--- src/rtl/vga_agc_ctrl.sv ---
// vga_agc_ctrl: windowed peak-detect AGC sequencer for the front-end VGA.
// Measures peak |adc_data - 128| over WINDOW valid samples, steps the 3-bit
// gain code by at most one per window with LO/HI hysteresis, and discards
// SETTLE_N samples after every gain change or (re-)enable.
module vga_agc_ctrl #(
  parameter int WINDOW    = 64,
  parameter int SETTLE_N  = 4,
  parameter int HI_THR    = 112,
  parameter int LO_THR    = 48,
  parameter int INIT_GAIN = 4
) (
  input  logic       clk,
  input  logic       rst,
  input  logic       en,
  input  logic [7:0] adc_data,
  input  logic       adc_valid,
  output logic [2:0] gain_code,
  output logic       gain_update,
  output logic [6:0] peak,
  output logic       locked
);

  typedef enum logic [1:0] {
    IDLE    = 2'd0,
    SETTLE  = 2'd1,
    MEASURE = 2'd2,
    DECIDE  = 2'd3
  } state_t;

  localparam int CW = $clog2(WINDOW);
  localparam int SW = (SETTLE_N > 1) ? $clog2(SETTLE_N) : 1;
  localparam logic [CW-1:0] CNT_LAST    = CW'(WINDOW - 1);
  localparam logic [SW-1:0] SETTLE_LAST = SW'((SETTLE_N > 0) ? (SETTLE_N - 1) : 0);
  localparam logic [7:0]    HI_T        = 8'(HI_THR);
  localparam logic [7:0]    LO_T        = 8'(LO_THR);
  localparam logic [2:0]    GAIN_RST    = 3'(INIT_GAIN);
  // After enable or a gain step the loop settles first unless settling is disabled.
  localparam state_t        AFTER_START = (SETTLE_N > 0) ? SETTLE : MEASURE;

  // Offset-binary to magnitude; input 0 (distance 128) clips to 127.
  function automatic logic [6:0] calc_mag(input logic [7:0] d);
    logic [7:0] m;
    if (d[7]) begin
      m = d - 8'd128;
    end else begin
      m = 8'd128 - d;
    end
    if (m[7]) begin
      calc_mag = 7'd127;
    end else begin
      calc_mag = m[6:0];
    end
  endfunction

  state_t        state_r, state_s;
  logic [6:0]    acc_r, acc_s;
  logic [CW-1:0] cnt_r, cnt_s;
  logic [SW-1:0] settle_cnt_r, settle_cnt_s;
  logic [6:0]    peak_r, peak_s;
  logic [2:0]    gain_r, gain_s;
  logic          gain_update_r, gain_update_s;
  logic          locked_r, locked_s;
  logic [6:0]    mag_s;
  logic [6:0]    max_s;

  assign mag_s = calc_mag(adc_data);
  assign max_s = (mag_s > acc_r) ? mag_s : acc_r;

  // Next-state and next-output logic for the settle/measure/decide loop.
  always_comb begin
    state_s       = state_r;
    acc_s         = acc_r;
    cnt_s         = cnt_r;
    settle_cnt_s  = settle_cnt_r;
    peak_s        = peak_r;
    gain_s        = gain_r;
    gain_update_s = 1'b0;
    locked_s      = locked_r;
    if (!en) begin
      // Disable aborts any phase (including DECIDE) without touching gain or peak.
      state_s      = IDLE;
      acc_s        = 7'd0;
      cnt_s        = '0;
      settle_cnt_s = '0;
      locked_s     = 1'b0;
    end else begin
      case (state_r)
        IDLE: begin
          acc_s        = 7'd0;
          cnt_s        = '0;
          settle_cnt_s = '0;
          state_s      = AFTER_START;
        end
        SETTLE: begin
          if (adc_valid) begin
            if (settle_cnt_r == SETTLE_LAST) begin
              settle_cnt_s = '0;
              state_s      = MEASURE;
            end else begin
              settle_cnt_s = settle_cnt_r + 1'b1;
            end
          end else begin
            settle_cnt_s = settle_cnt_r;
          end
        end
        MEASURE: begin
          if (adc_valid) begin
            if (cnt_r == CNT_LAST) begin
              peak_s  = max_s;
              acc_s   = 7'd0;
              cnt_s   = '0;
              state_s = DECIDE;
            end else begin
              acc_s = max_s;
              cnt_s = cnt_r + 1'b1;
            end
          end else begin
            acc_s = acc_r;
          end
        end
        DECIDE: begin
          if (({1'b0, peak_r} >= HI_T) && (gain_r != 3'd0)) begin
            gain_s        = gain_r - 3'd1;
            gain_update_s = 1'b1;
            locked_s      = 1'b0;
            state_s       = AFTER_START;
          end else if (({1'b0, peak_r} < LO_T) && (gain_r != 3'd7)) begin
            gain_s        = gain_r + 3'd1;
            gain_update_s = 1'b1;
            locked_s      = 1'b0;
            state_s       = AFTER_START;
          end else begin
            locked_s = 1'b1;
            state_s  = MEASURE;
          end
        end
        default: begin
          state_s = IDLE;
        end
      endcase
    end
  end

  // State, counters and registered outputs.
  always_ff @(posedge clk or posedge rst) begin
    if (rst) begin
      state_r       <= IDLE;
      acc_r         <= 7'd0;
      cnt_r         <= '0;
      settle_cnt_r  <= '0;
      peak_r        <= 7'd0;
      gain_r        <= GAIN_RST;
      gain_update_r <= 1'b0;
      locked_r      <= 1'b0;
    end else begin
      state_r       <= state_s;
      acc_r         <= acc_s;
      cnt_r         <= cnt_s;
      settle_cnt_r  <= settle_cnt_s;
      peak_r        <= peak_s;
      gain_r        <= gain_s;
      gain_update_r <= gain_update_s;
      locked_r      <= locked_s;
    end
  end

  assign gain_code   = gain_r;
  assign gain_update = gain_update_r;
  assign peak        = peak_r;
  assign locked      = locked_r;

endmodule

--- config.mk ---
export PLATFORM = sky130hd
export DESIGN_NAME = vga_agc_ctrl
export DESIGN_NICKNAME = d
export VERILOG_FILES = /design/src/rtl/vga_agc_ctrl.sv
export SDC_FILE = /design/constraint.sdc
export NUM_CORES = 1
export LEC_CHECK = 0
export ABC_AREA = 0
export BUFFER_PORTS_ARGS = -buffer_cell sky130_fd_sc_hd__clkbuf_2
export CAP_MARGIN = 0
export CORE_UTILIZATION = 50
export DETAILED_ROUTE_END_ITERATION = 8
export GPL_TIMING_DRIVEN = 0
export PLACE_DENSITY_LB_ADDON = 0.08
export SETUP_SLACK_MARGIN = 0.02
export SLEW_MARGIN = 20
export SYNTH_ARGS = -nofsm -noshare
export SYNTH_HDL_FRONTEND = slang
export SYNTH_SLANG_ARGS = --single-unit
export TNS_END_PERCENT = 30
--- constraint.sdc ---
create_clock -name clk -period 2.8 [get_ports clk]
set_input_delay 0 -clock clk [delete_from_list [all_inputs] [get_ports clk]]
set_output_delay 0 -clock clk [all_outputs]
set_load 0.02 [all_outputs]
---- After elaboration in Yosys (flattened, before gate mapping) ----
Cells that the tools add are included.
word-level totals
  input bits .............................. 12
  output and inout port bits .............. 12
  word-level logic and storage cells ...... 73
  bits in registers ....................... 29
operators by class
  $add $sub $neg .......................... 6
  mux-type cells .......................... 33
  reductions and logical operators ........ 10
  order comparisons ....................... 3
  equality and inequality tests ........... 13
operator list
  kind                   number
  $mux W7                5
  $mux W2                10
  $mux W6                3
  $ne A3 B3 Y1 const B   5
  $pmux W7 S2            1
  $pmux W6 S2            1
  $mux W1                8
  $mux W8                1
  $pmux W2 S4            1
  $reduce_and A4 Y1      2
  $sub A8 B8 Y8 const A  1
  $sub A8 B8 Y8 const B  1
  $ge A7 B7 Y1 const B   1
  $gt A7 B7 Y1           1
  $lt A7 B6 Y1 const B   1
  $add A6 B1 Y6 const B  1
  $eq A2 B2 Y1 const B   3
  $eq A6 B6 Y1 const B   1
  $mux W3                2
  $ne A3 B1 Y1 const B   2
  $pmux W2 S2            1
  $reduce_and A2 Y1      2
  $add A3 B1 Y3 const B  1
  $reduce_and A3 Y1      1
  other kinds (8)        9

---- Depth between registers and ports, before layout ----
Gate-level depths: netlist of run 1.
  depth in word-level cells ............... 9
  mapped depth ............................ 12
  mapped depth without buffers ............ 11

---- Least setup slack after synthesis of run 1 ----
OpenSTA, ideal clock, no wires.
  path kind ............................... input-to-reg
  from .................................... in adc_data[1]
  to ...................................... reg peak_r[0] (netlist: peak[0])
  arrival time ............................ 2.148 ns
  library setup time ...................... 0.120 ns
  stages .................................. 11
  setup slack ............................. 0.533 ns
  cell sequence ........................... inv_1 > ha_1 > nor4b_2 > a21oi_1 > o21ai_2 > ha_1 > and3_1 > a211o_1 > buf_2 > a21o_1 > a31o_1
on the way
  word-level cells in the longest chain between the ends .. 5
  elaborated cells between the ends (all ways) .. 6
  those cells by class .................... add/sub: 2; order compare: 1; mux: 3
RTL lines
  what                              line    text
  from (decl)                       15      input logic [7:0] adc_data,
  $sub A8 B8 Y8 (on tied branches)  46, 44
  $mux W8 (*)                       43      if (d[7]) begin
  $mux W7 (*)                       48      if (m[7]) begin
  $gt A7 B7 Y1                      67      assign max_s = (mag_s > acc_r) ? mag_s : acc_r;
  $mux W7 (*)                       67
  to (signal assigned)              160     peak_r <= peak_s;
  to (decl)                         59      logic [6:0] peak_r, peak_s;
Every way passes the cells marked *; elsewhere a longest branch is shown, timed or not.
A chain may end at the register's enable or synchronous reset.

---- Worst setup path after layout of run 1 ----
  from .................................... in adc_data[1]
  to ...................................... reg acc_r[4]
on the way
  word-level cells in the longest chain between the ends .. 9
  elaborated cells between the ends (all ways) .. 10
  those cells by class .................... add/sub: 2; order compare: 1; mux: 7
RTL lines
  what                              line    text
  $sub A8 B8 Y8 (on tied branches)  46, 44
  $mux W8 (*)                       43
  $mux W7 (*)                       48
  $gt A7 B7 Y1                      67
  $mux W7 (*)                       67
  $mux W7 (*)                       108     if (cnt_r == CNT_LAST) begin
  $mux W7 (*)                       107     if (adc_valid) begin
  $pmux W7 S2 (*)                   87      case (state_r)
  $mux W7 (*)                       79      if (!en) begin
  to (signal assigned)              157     acc_r <= acc_s;
  to (decl)                         56      logic [6:0] acc_r, acc_s;
Every way passes the cells marked *; elsewhere a longest branch is shown, timed or not. The select of a mux whose other input is x is not followed.

==> flow_metrics.env, run 1 <==
export IMPL_run_status="finished with violations"
export IMPL_violations="DRC"
export IMPL_multi_input_area_mm2=0.00108
export IMPL_synth_area_leaders="dfrtp_1 (37%), ha_1 (6.6%), o21ai_0 (4.5%)"
export IMPL_rrSetupSlack_ns=0.71
export IMPL_drv_cap=0
export IMPL_io_buffers=22
export IMPL_layout_commonest_cell="dfrtp_1"
export IMPL_synth_cell_area_mm2=0.00191
export IMPL_clock_sinks=29
export IMPL_whs_endpoint="state_r[0]$_DFFE_PP0P_"
export IMPL_postCtsSetupBuffers=0
export IMPL_core_mm2=0.00366
export IMPL_grt_pass1_wl_mm=7.08
export IMPL_num_vias=1694
export IMPL_crit_type="primary input to register"
export IMPL_p_leak_uw=0.000980
export IMPL_min_path_type="primary input to register"
export IMPL_p_total_uw=913
export IMPL_ioPinCount=24
export IMPL_post_synth_inst_count=212
export IMPL_r2r_end="acc_r[4]$_DFFE_PP0P_"
export IMPL_cp_arrival_ns=2.59
export IMPL_ys_types=48
export IMPL_hold_viol=0
export IMPL_num_nets_final=265
export IMPL_clockPowerShare_pct=39.4
export IMPL_die_area_mm2=0.00406
export IMPL_cp_required_ns=2.97
export IMPL_overflow=0
export IMPL_numCtsBuffers=5
export IMPL_ys_seq_area_share_pct=38.1
export IMPL_tightest_slew_ns=0.606
export IMPL_synth_main_ff_cell="dfrtp_1"
export IMPL_finalSetupTns_ns=0
export IMPL_drv_slew=0
export IMPL_firstDrtPassIters=6
export IMPL_r2r_cells=8
export IMPL_yosysTopAreaCellShare_pct=36.8
export IMPL_clock_path_buffers=2
export IMPL_crit_path_end_kind="register"
export IMPL_r2r_start="acc_r[6]$_DFFE_PP0P_"
export IMPL_hold_start="en"
export IMPL_drt_iter0_drc=99
export IMPL_ff_latch_area_um2=727
export IMPL_rows=22
export IMPL_track_usage_pct=22.5
export IMPL_fin_crit_ns=2.42
export IMPL_synth_seq_cells=29
export IMPL_grt_max_degree=30
export IMPL_cts_tree="yes"
export IMPL_clk_latency_ns=0.28
export IMPL_critPathLaunchType="primary input"
export IMPL_final_setup_skew_ns=0.00299
export IMPL_setup_viol=0
export IMPL_start_util_pct=52.1
export IMPL_area_growth_pct=14.2
export IMPL_globalplace_congestion=0.878
export IMPL_ant_nets=0
export IMPL_power_density_mw_per_mm2=420
export IMPL_clk_pin_slew_ns=0.06
export IMPL_grt_pass1_vias=1650
export IMPL_wire_per_inst_um=14.2
export IMPL_post_route_period_util_pct=86.5
export IMPL_die_x_um=63.7
export IMPL_p_sw_uw=247
export IMPL_fmaxAchievable_mhz=413
export IMPL_die_h_um=63.7
export IMPL_drc=1
export IMPL_setup_ws_ns=0.378
export IMPL_maxSlewHeadroom_pct=59.6
export IMPL_syn_num_nets=235
export IMPL_antenna_found_initial=0
export IMPL_diodes=0
export IMPL_hpwl_mm=3.13
export IMPL_critPathMaxFanout=10
export IMPL_ir_drop_mv=0.249
export IMPL_vias_per_cell=5.82
export IMPL_nFillCells=338
export IMPL_swShare_pct=27.0
export IMPL_rsz0062_at_grt="false"
export IMPL_hold_ws_ns=0.0146
export IMPL_yosysTopAreaCell="dfrtp_1"
export IMPL_final_cell_mix="dfrtp_1 (28), clkbuf_2 (22), inv_1 (19), o21ai_0 (17), nor2_1 (16)"
export IMPL_cts_root_buffer="clkbuf_8"
export IMPL_p_seq_share_pct=46.3
export IMPL_synth_edf_count=0
export IMPL_worstHoldPathCells=3
export IMPL_h_tree_depth=2
export IMPL_p_comb_share_pct=14.3
export IMPL_totalWireLength_mm=4.15
export IMPL_internal_power_uw=667
export IMPL_drive_gt1_share_pct=19.3
export IMPL_place_ws_ns=0.0942
export IMPL_postSynthAreaPerCell_um2=8.99
export IMPL_synthArstFlopShare_pct=100
export IMPL_yosysWarnings=0
## what timing repair did
action / 4_1_cts / 5_1_grt
resized for setup: 0 / 0
hold buffers: 0 / 1
hold endpoints to repair: 0 / 28
## layer usage
metal | wire (µm) | up-vias | GRT usage [%]
met5 | 0 | - | 0
met4 | 97 | 0 | 11.4
met3 | 105 | 12 | 4.64
met2 | 2130 | 24 | 40.4
met1 | 1810 | 821 | 24.9
li1 | - | 837 | -
## power groups by stage
stage	clock network (µW)	logic (µW)	registers, µW
2_1_floorplan	0	90.1	430
3_3_place_gp	0	125	430
3_5_place_dp	0	129	431
4_1_cts	367	130	423
5_1_grt	377	147	423
6_report	360	130	423
## kinds of logic after synthesis
kind of cell,share of synthesized area [%]
compound gates,23.9
fa+ha+maj,7.62
simple gates,23.6
flops,38.1
xor+xnor,1.38
buf+inv,5.38
## flip-flops by register name (all words and copies together), names as in the netlist
register	flops
acc_r	7
peak	7
cnt_r	6
gain_code	3
settle_cnt_r	2
state_r	2
gain_update	1
locked	1
## per-stage QoR
stage                     std cells  instance area (µm²)  util [%]
after CTS                       290                 2170      59.2
after global placement          282                 2080      56.7
after detailed placement        282                 2080      56.7
final                           291                 2180      59.4
after global routing            291                 2180      59.4
after floorplan                 212                 1910         -
## worst max-delay path by stage
stage,startpoint,end,slack [ns]
after floorplan,adc_data[1],peak[0]$_DFFE_PP0P_,0.53
after global placement,adc_data[1],acc_r[2]$_DFFE_PP0P_,0.19
after detailed placement,adc_data[1],acc_r[4]$_DFFE_PP0P_,0.09
after CTS,adc_data[1],acc_r[4]$_DFFE_PP0P_,0.39
after global routing,adc_data[1],acc_r[3]$_DFFE_PP0P_,0.11
final,adc_data[1],acc_r[4]$_DFFE_PP0P_,0.38
## cells in the mapped netlist (all sizes together) (4+ instances only)
cell type	count
dfrtp	28
inv	20
o21ai	20
nand2	16
nor2	16
a21oi	13
nand3	12
ha	10
a31oi	9
nor3	8
a32o	6
buf	4
nor2b	4
## final cells by class
cell class | instances | area share [%]
Tap cell | 48 | 2.76
Buffer | 6 | 1.27
Multi-Input combinational cell | 157 | 49.5
Inverter | 20 | 3.45
Clock buffer | 8 | 4.14
Sequential cell | 29 | 33.4
Timing Repair Buffer | 23 | 5.52
## worst max-delay path, stage by stage
cell and delay (ns):
clkbuf_2 0.11, inv_1 0.11, ha_1 0.22, nor4b_2 0.40, a21oi_1 0.15, o21ai_2 0.17, ha_1 0.20, nand4_1 0.09
a21oi_1 0.21, a211o_1 0.13, buf_2 0.21, nand3_1 0.25, a32o_1 0.33
(Power assumes the default switching activity.)
==> inputs of run 2 (changes only) <==
CORE_ASPECT_RATIO = 1.4   (was not set)
CORE_UTILIZATION = 60   (was 50)
==> flow_metrics.env, run 2 (synthesis results as in run 1) <==
export IMPL_diodes=0
export IMPL_fmaxAchievable_mhz=398
export IMPL_ant_nets=0
export IMPL_hold_ws_ns=0.00739
export IMPL_hold_viol=0
export IMPL_io_buffers=22
export IMPL_ioPinCount=24
export IMPL_slowest_delay_ns=0.41
export IMPL_layout_commonest_cell="dfrtp_1"
export IMPL_r2r_end="acc_r[4]$_DFFE_PP0P_"
export IMPL_r2r_start="acc_r[5]$_DFFE_PP0P_"
export IMPL_drv_cap=0
export IMPL_clock_path_buffers=2
export IMPL_run_status="complete, no violations"
export IMPL_final_area_mm2=0.00219
export IMPL_die_x_um=49.6
export IMPL_vias_per_cell=6.20
export IMPL_postCtsSetupBuffers=0
export IMPL_cpMaxStageDelayCell="nor4b_2"
export IMPL_antenna_found_initial=0
export IMPL_cts_root_buffer="clkbuf_8"
export IMPL_nFillCells=230
export IMPL_power_density_mw_per_mm2=461
export IMPL_overflow=0
export IMPL_die_area_mm2=0.00341
export IMPL_crit_end="acc_r[4]$_DFFE_PP0P_"
export IMPL_cts_tree="yes"
export IMPL_min_path_type="primary input to register"
export IMPL_cp_required_ns=2.97
export IMPL_grt_pass1_wl_mm=7.53
export IMPL_ir_drop_mv=0.346
export IMPL_finalSetupTns_ns=0
export IMPL_startpoint="adc_data[1]"
export IMPL_post_dp_cell_area_mm2=0.00206
export IMPL_crit_path_end_kind="register"
export IMPL_clk_pin_slew_ns=0.07
export IMPL_r2r_cells=8
export IMPL_final_cell_mix="dfrtp_1 (28), clkbuf_2 (22), inv_1 (19), o21ai_0 (17), nor2_1 (16)"
export IMPL_area_growth_pct=14.8
export IMPL_core_mm2=0.00294
export IMPL_cts_hold_buf=1
export IMPL_post_route_period_util_pct=89.8
export IMPL_track_usage_pct=29.5
export IMPL_h_tree_depth=2
export IMPL_crit_buf_inv=3
export IMPL_final_setup_skew_ns=0.0106
export IMPL_clock_sinks=29
export IMPL_num_nets_final=265
export IMPL_cts_repair_resized=0
export IMPL_cp_arrival_ns=2.68
export IMPL_firstDrtPassIters=5
export IMPL_p_leak_uw=0.000993
export IMPL_rsz0062_at_grt="false"
export IMPL_crit_chain="clkbuf_2 > inv_1 > ha_1 > nor4b_2 > a21oi_1 > o21ai_2 > ha_1 > nand4_1 > a21oi_1 > a211o_1 > buf_2 > nand3_1 > a32o_1"
export IMPL_die_h_um=68.7
export IMPL_rrSetupSlack_ns=0.68
export IMPL_grt_max_degree=30
export IMPL_cp_depth=13
export IMPL_rows=23
export IMPL_hpwl_mm=3.19
export IMPL_crit_type="primary input to register"
export IMPL_cp_top_family="compound AO/OA/AOI/OAI gates"
export IMPL_setup_viol=0
export IMPL_drt_iter0_drc=49
export IMPL_totalWireLength_mm=4.36
export IMPL_drive_gt1_share_pct=19.8
export IMPL_maxSlewHeadroom_pct=59.9
export IMPL_clk_latency_ns=0.29
export IMPL_grt_pass1_vias=1695
export IMPL_critPathMaxFanout=10
export IMPL_numCtsBuffers=5
export IMPL_critPathLaunchType="primary input"
export IMPL_fin_crit_ns=2.51
export IMPL_num_vias=1735
export IMPL_start_util_pct=64.9
export IMPL_tightest_slew_ns=0.601
export IMPL_drc=0
export IMPL_drv_slew=0
export IMPL_wire_per_inst_um=15.6
export IMPL_worstHoldPathCells=3
export IMPL_globalplace_congestion=0.904
## run 2: cell count changes in the layout (fill, tap and decap cells not counted)
cell	change
clkbuf_1	-1
bufinv_16	+1
## run 2: worst min path at each step
stage | start | end | slack [ns]
6_report | en | state_r[0]$_DFFE_PP0P_ | 0.007
5_1_grt | en | state_r[0]$_DFFE_PP0P_ | 0.03
4_1_cts | en | state_r[0]$_DFFE_PP0P_ | 0.008
3_5_place_dp | rst | gain_code[0]$_DFFE_PP0P_ | 0.30
3_3_place_gp | rst | peak[3]$_DFFE_PP0P_ | 0.29
2_1_floorplan | rst | acc_r[0]$_DFFE_PP0P_ | 0.08
## run 2: power breakdown
part           internal, µW  total, µW  leakage [µW]  switching [µW]
clock                   290        455     0.0000585             165
combinational          45.6        132      0.000536            86.0
sequential              421        423      0.000399            2.04
total                   756       1010      0.000993             254
## run 2: stage by stage
stage | instances | total power (µW) | util, % | setup WS (ns)
after floorplan | 212 | 520 | - | 0.533
after global placement | 271 | 553 | 70.2 | 0.200
after detailed placement | 271 | 559 | 70.2 | 0.0449
after CTS | 280 | 1010 | 74.6 | 0.334
after global routing | 280 | 1040 | 74.6 | 0.0281
final | 280 | 1010 | 74.6 | 0.285
## run 2: per-layer routing
layer / vias to the layer above / GRT usage (%) / wire, µm
met4: 0 / 15.4 / 121
met5: - / 0 / 0
met3: 15 / 5.92 / 183
met2: 56 / 55.6 / 2410
li1: 839 / - / -
met1: 825 / 30.8 / 1650
## run 2: worst reg2reg max path, delay by kind of cell, from the launching register on
kind	cells	cell delay, ns
fa+ha+maj	1	0.32
buf+inv	2	0.27
compound gates	3	0.69
flops	1	0.37
simple gates	2	0.35
## run 2: area by class of cell
class	count	area, µm²	area share [%]
Sequential cell	29	727	33.2
Clock buffer	7	86.3	3.95
Clock inverter	1	30.0	1.37
Tap cell	37	46.3	2.12
Buffer	6	27.5	1.26
Inverter	20	75.1	3.43
Timing Repair Buffer	23	120	5.49
Multi-Input combinational cell	157	1080	49.2
==> inputs of run 3 (changes only) <==
RECOVER_POWER = 25   (was not set)
SKIP_CTS_REPAIR_TIMING = 1   (was not set)
==> flow_metrics.env, run 3 (synthesis results as in run 1) <==
export IMPL_cp_required_ns=2.97
export IMPL_num_vias=1744
export IMPL_drive_gt1_share_pct=18.1
export IMPL_rows=23
export IMPL_setup_viol=0
export IMPL_cp_arrival_ns=2.68
export IMPL_post_route_period_util_pct=89.8
export IMPL_crit_type="primary input to register"
export IMPL_cpMaxStageDelayCell="nor4b_2"
export IMPL_drt_iter0_drc=48
export IMPL_slowest_delay_ns=0.41
export IMPL_firstDrtPassIters=4
export IMPL_io_buffers=22
export IMPL_grt_pass1_vias=1679
export IMPL_overflow=0
export IMPL_power_density_mw_per_mm2=462
export IMPL_run_status="complete, no violations"
export IMPL_core_mm2=0.00294
export IMPL_p_total_uw=1010
export IMPL_globalplace_congestion=0.904
export IMPL_ir_drop_mv=0.346
export IMPL_critPathLaunchType="primary input"
export IMPL_worstHoldPathCells=3
export IMPL_r2r_cells=8
export IMPL_clock_path_buffers=2
export IMPL_hold_ws_ns=0.0109
export IMPL_nFillCells=233
export IMPL_grt_pass1_wl_mm=7.50
export IMPL_maxSlewHeadroom_pct=27.7
export IMPL_rsz0062_at_grt="false"
export IMPL_fmaxAchievable_mhz=398
export IMPL_final_cell_mix="dfrtp_1 (28), inv_1 (20), clkbuf_2 (19), o21ai_0 (17), nor2_1 (16)"
export IMPL_dp_cells=271
export IMPL_finalSetupTns_ns=0
export IMPL_die_area_mm2=0.00341
export IMPL_ioPinCount=24
export IMPL_tightest_slew_ns=1.08
export IMPL_hold_viol=0
export IMPL_crit_chain="clkbuf_2 > inv_1 > ha_1 > nor4b_2 > a21oi_1 > o21ai_2 > ha_1 > nand4_1 > a21oi_1 > a211o_1 > buf_2 > nand3_1 > a32o_1"
export IMPL_drc=0
export IMPL_cts_root_buffer="clkbuf_8"
export IMPL_totalWireLength_mm=4.38
export IMPL_min_path_type="primary input to register"
export IMPL_wire_per_inst_um=15.6
export IMPL_clock_sinks=29
export IMPL_p_leak_uw=0.000984
export IMPL_critPathMaxFanout=10
export IMPL_h_tree_depth=2
export IMPL_drv_slew=0
export IMPL_start_util_pct=64.9
export IMPL_antenna_found_initial=0
export IMPL_cts_tree="yes"
export IMPL_fin_crit_ns=2.51
export IMPL_numCtsBuffers=5
export IMPL_layoutNonFillerInstCount=280
export IMPL_crit_path_end_kind="register"
export IMPL_vias_per_cell=6.23
export IMPL_layout_commonest_cell="dfrtp_1"
export IMPL_final_setup_skew_ns=0.0105
export IMPL_area_growth_pct=14.6
export IMPL_num_nets_final=265
export IMPL_ant_nets=0
export IMPL_die_x_um=49.6
export IMPL_grt_max_degree=30
export IMPL_diodes=0
export IMPL_die_h_um=68.7
export IMPL_hpwl_mm=3.19
export IMPL_drv_cap=0
export IMPL_track_usage_pct=29.4
export IMPL_clk_latency_ns=0.29
export IMPL_clk_pin_slew_ns=0.07
run 3: per-layer routing:
metal / GRT usage, % / up-vias / wire length (µm)
li1: - / 840 / -
met1: 30.8 / 825 / 1640
met2: 55.6 / 64 / 2410
met3: 5.92 / 15 / 198
met4: 14.6 / 0 / 121
met5: 0 / - / 0
run 3: final timing paths:
check	startpoint	endpoint	slack [ns]
max	adc_data[1]	acc_r[4]$_DFFE_PP0P_	0.29
min	en	state_r[0]$_DFFE_PP0P_	0.01
max reg2reg	acc_r[6]$_DFFE_PP0P_	acc_r[4]$_DFFE_PP0P_	0.68
min reg2reg	cnt_r[1]$_DFFE_PP0P_	cnt_r[1]$_DFFE_PP0P_	0.51
max in group asynchronous	rst	cnt_r[1]$_DFFE_PP0P_	1.62
min in group asynchronous	rst	peak[6]$_DFFE_PP0P_	0.53
run 3: layout make-up:
class	count	area, µm²	area share, %
clock buffers	7	86.3	3.95
clock inverters	1	30.0	1.37
inverters	20	75.1	3.44
well taps	37	46.3	2.12
multi-input cells	157	1080	49.3
repair buffers	23	116	5.33
flip-flops and latches	29	727	33.3
plain buffers	6	27.5	1.26
run 3: critical path: cells and delay by family:
family,cells,cell delay (ns)
AOI/OAI and AO/OA,5,1.05
and+or+nand+nor,3,0.75
adders and majority gates,2,0.45
buffers and inverters,3,0.43
run 3: per-stage QoR:
step	setup slack, ns	instance area, µm²	utilization [%]
after floorplan	0.533	1910	-
after global placement	0.200	2060	70.2
after detailed placement	0.0449	2060	70.2
after CTS	0.334	2180	74.2
after global routing	0.0281	2180	74.4
final	0.286	2180	74.4
run 3: where the power goes:
group / switching, µW / internal, µW / total [µW]
clock network: 166 / 290 / 456
registers: 2.05 / 421 / 423
logic: 86.0 / 45.5 / 131
total: 254 / 756 / 1010
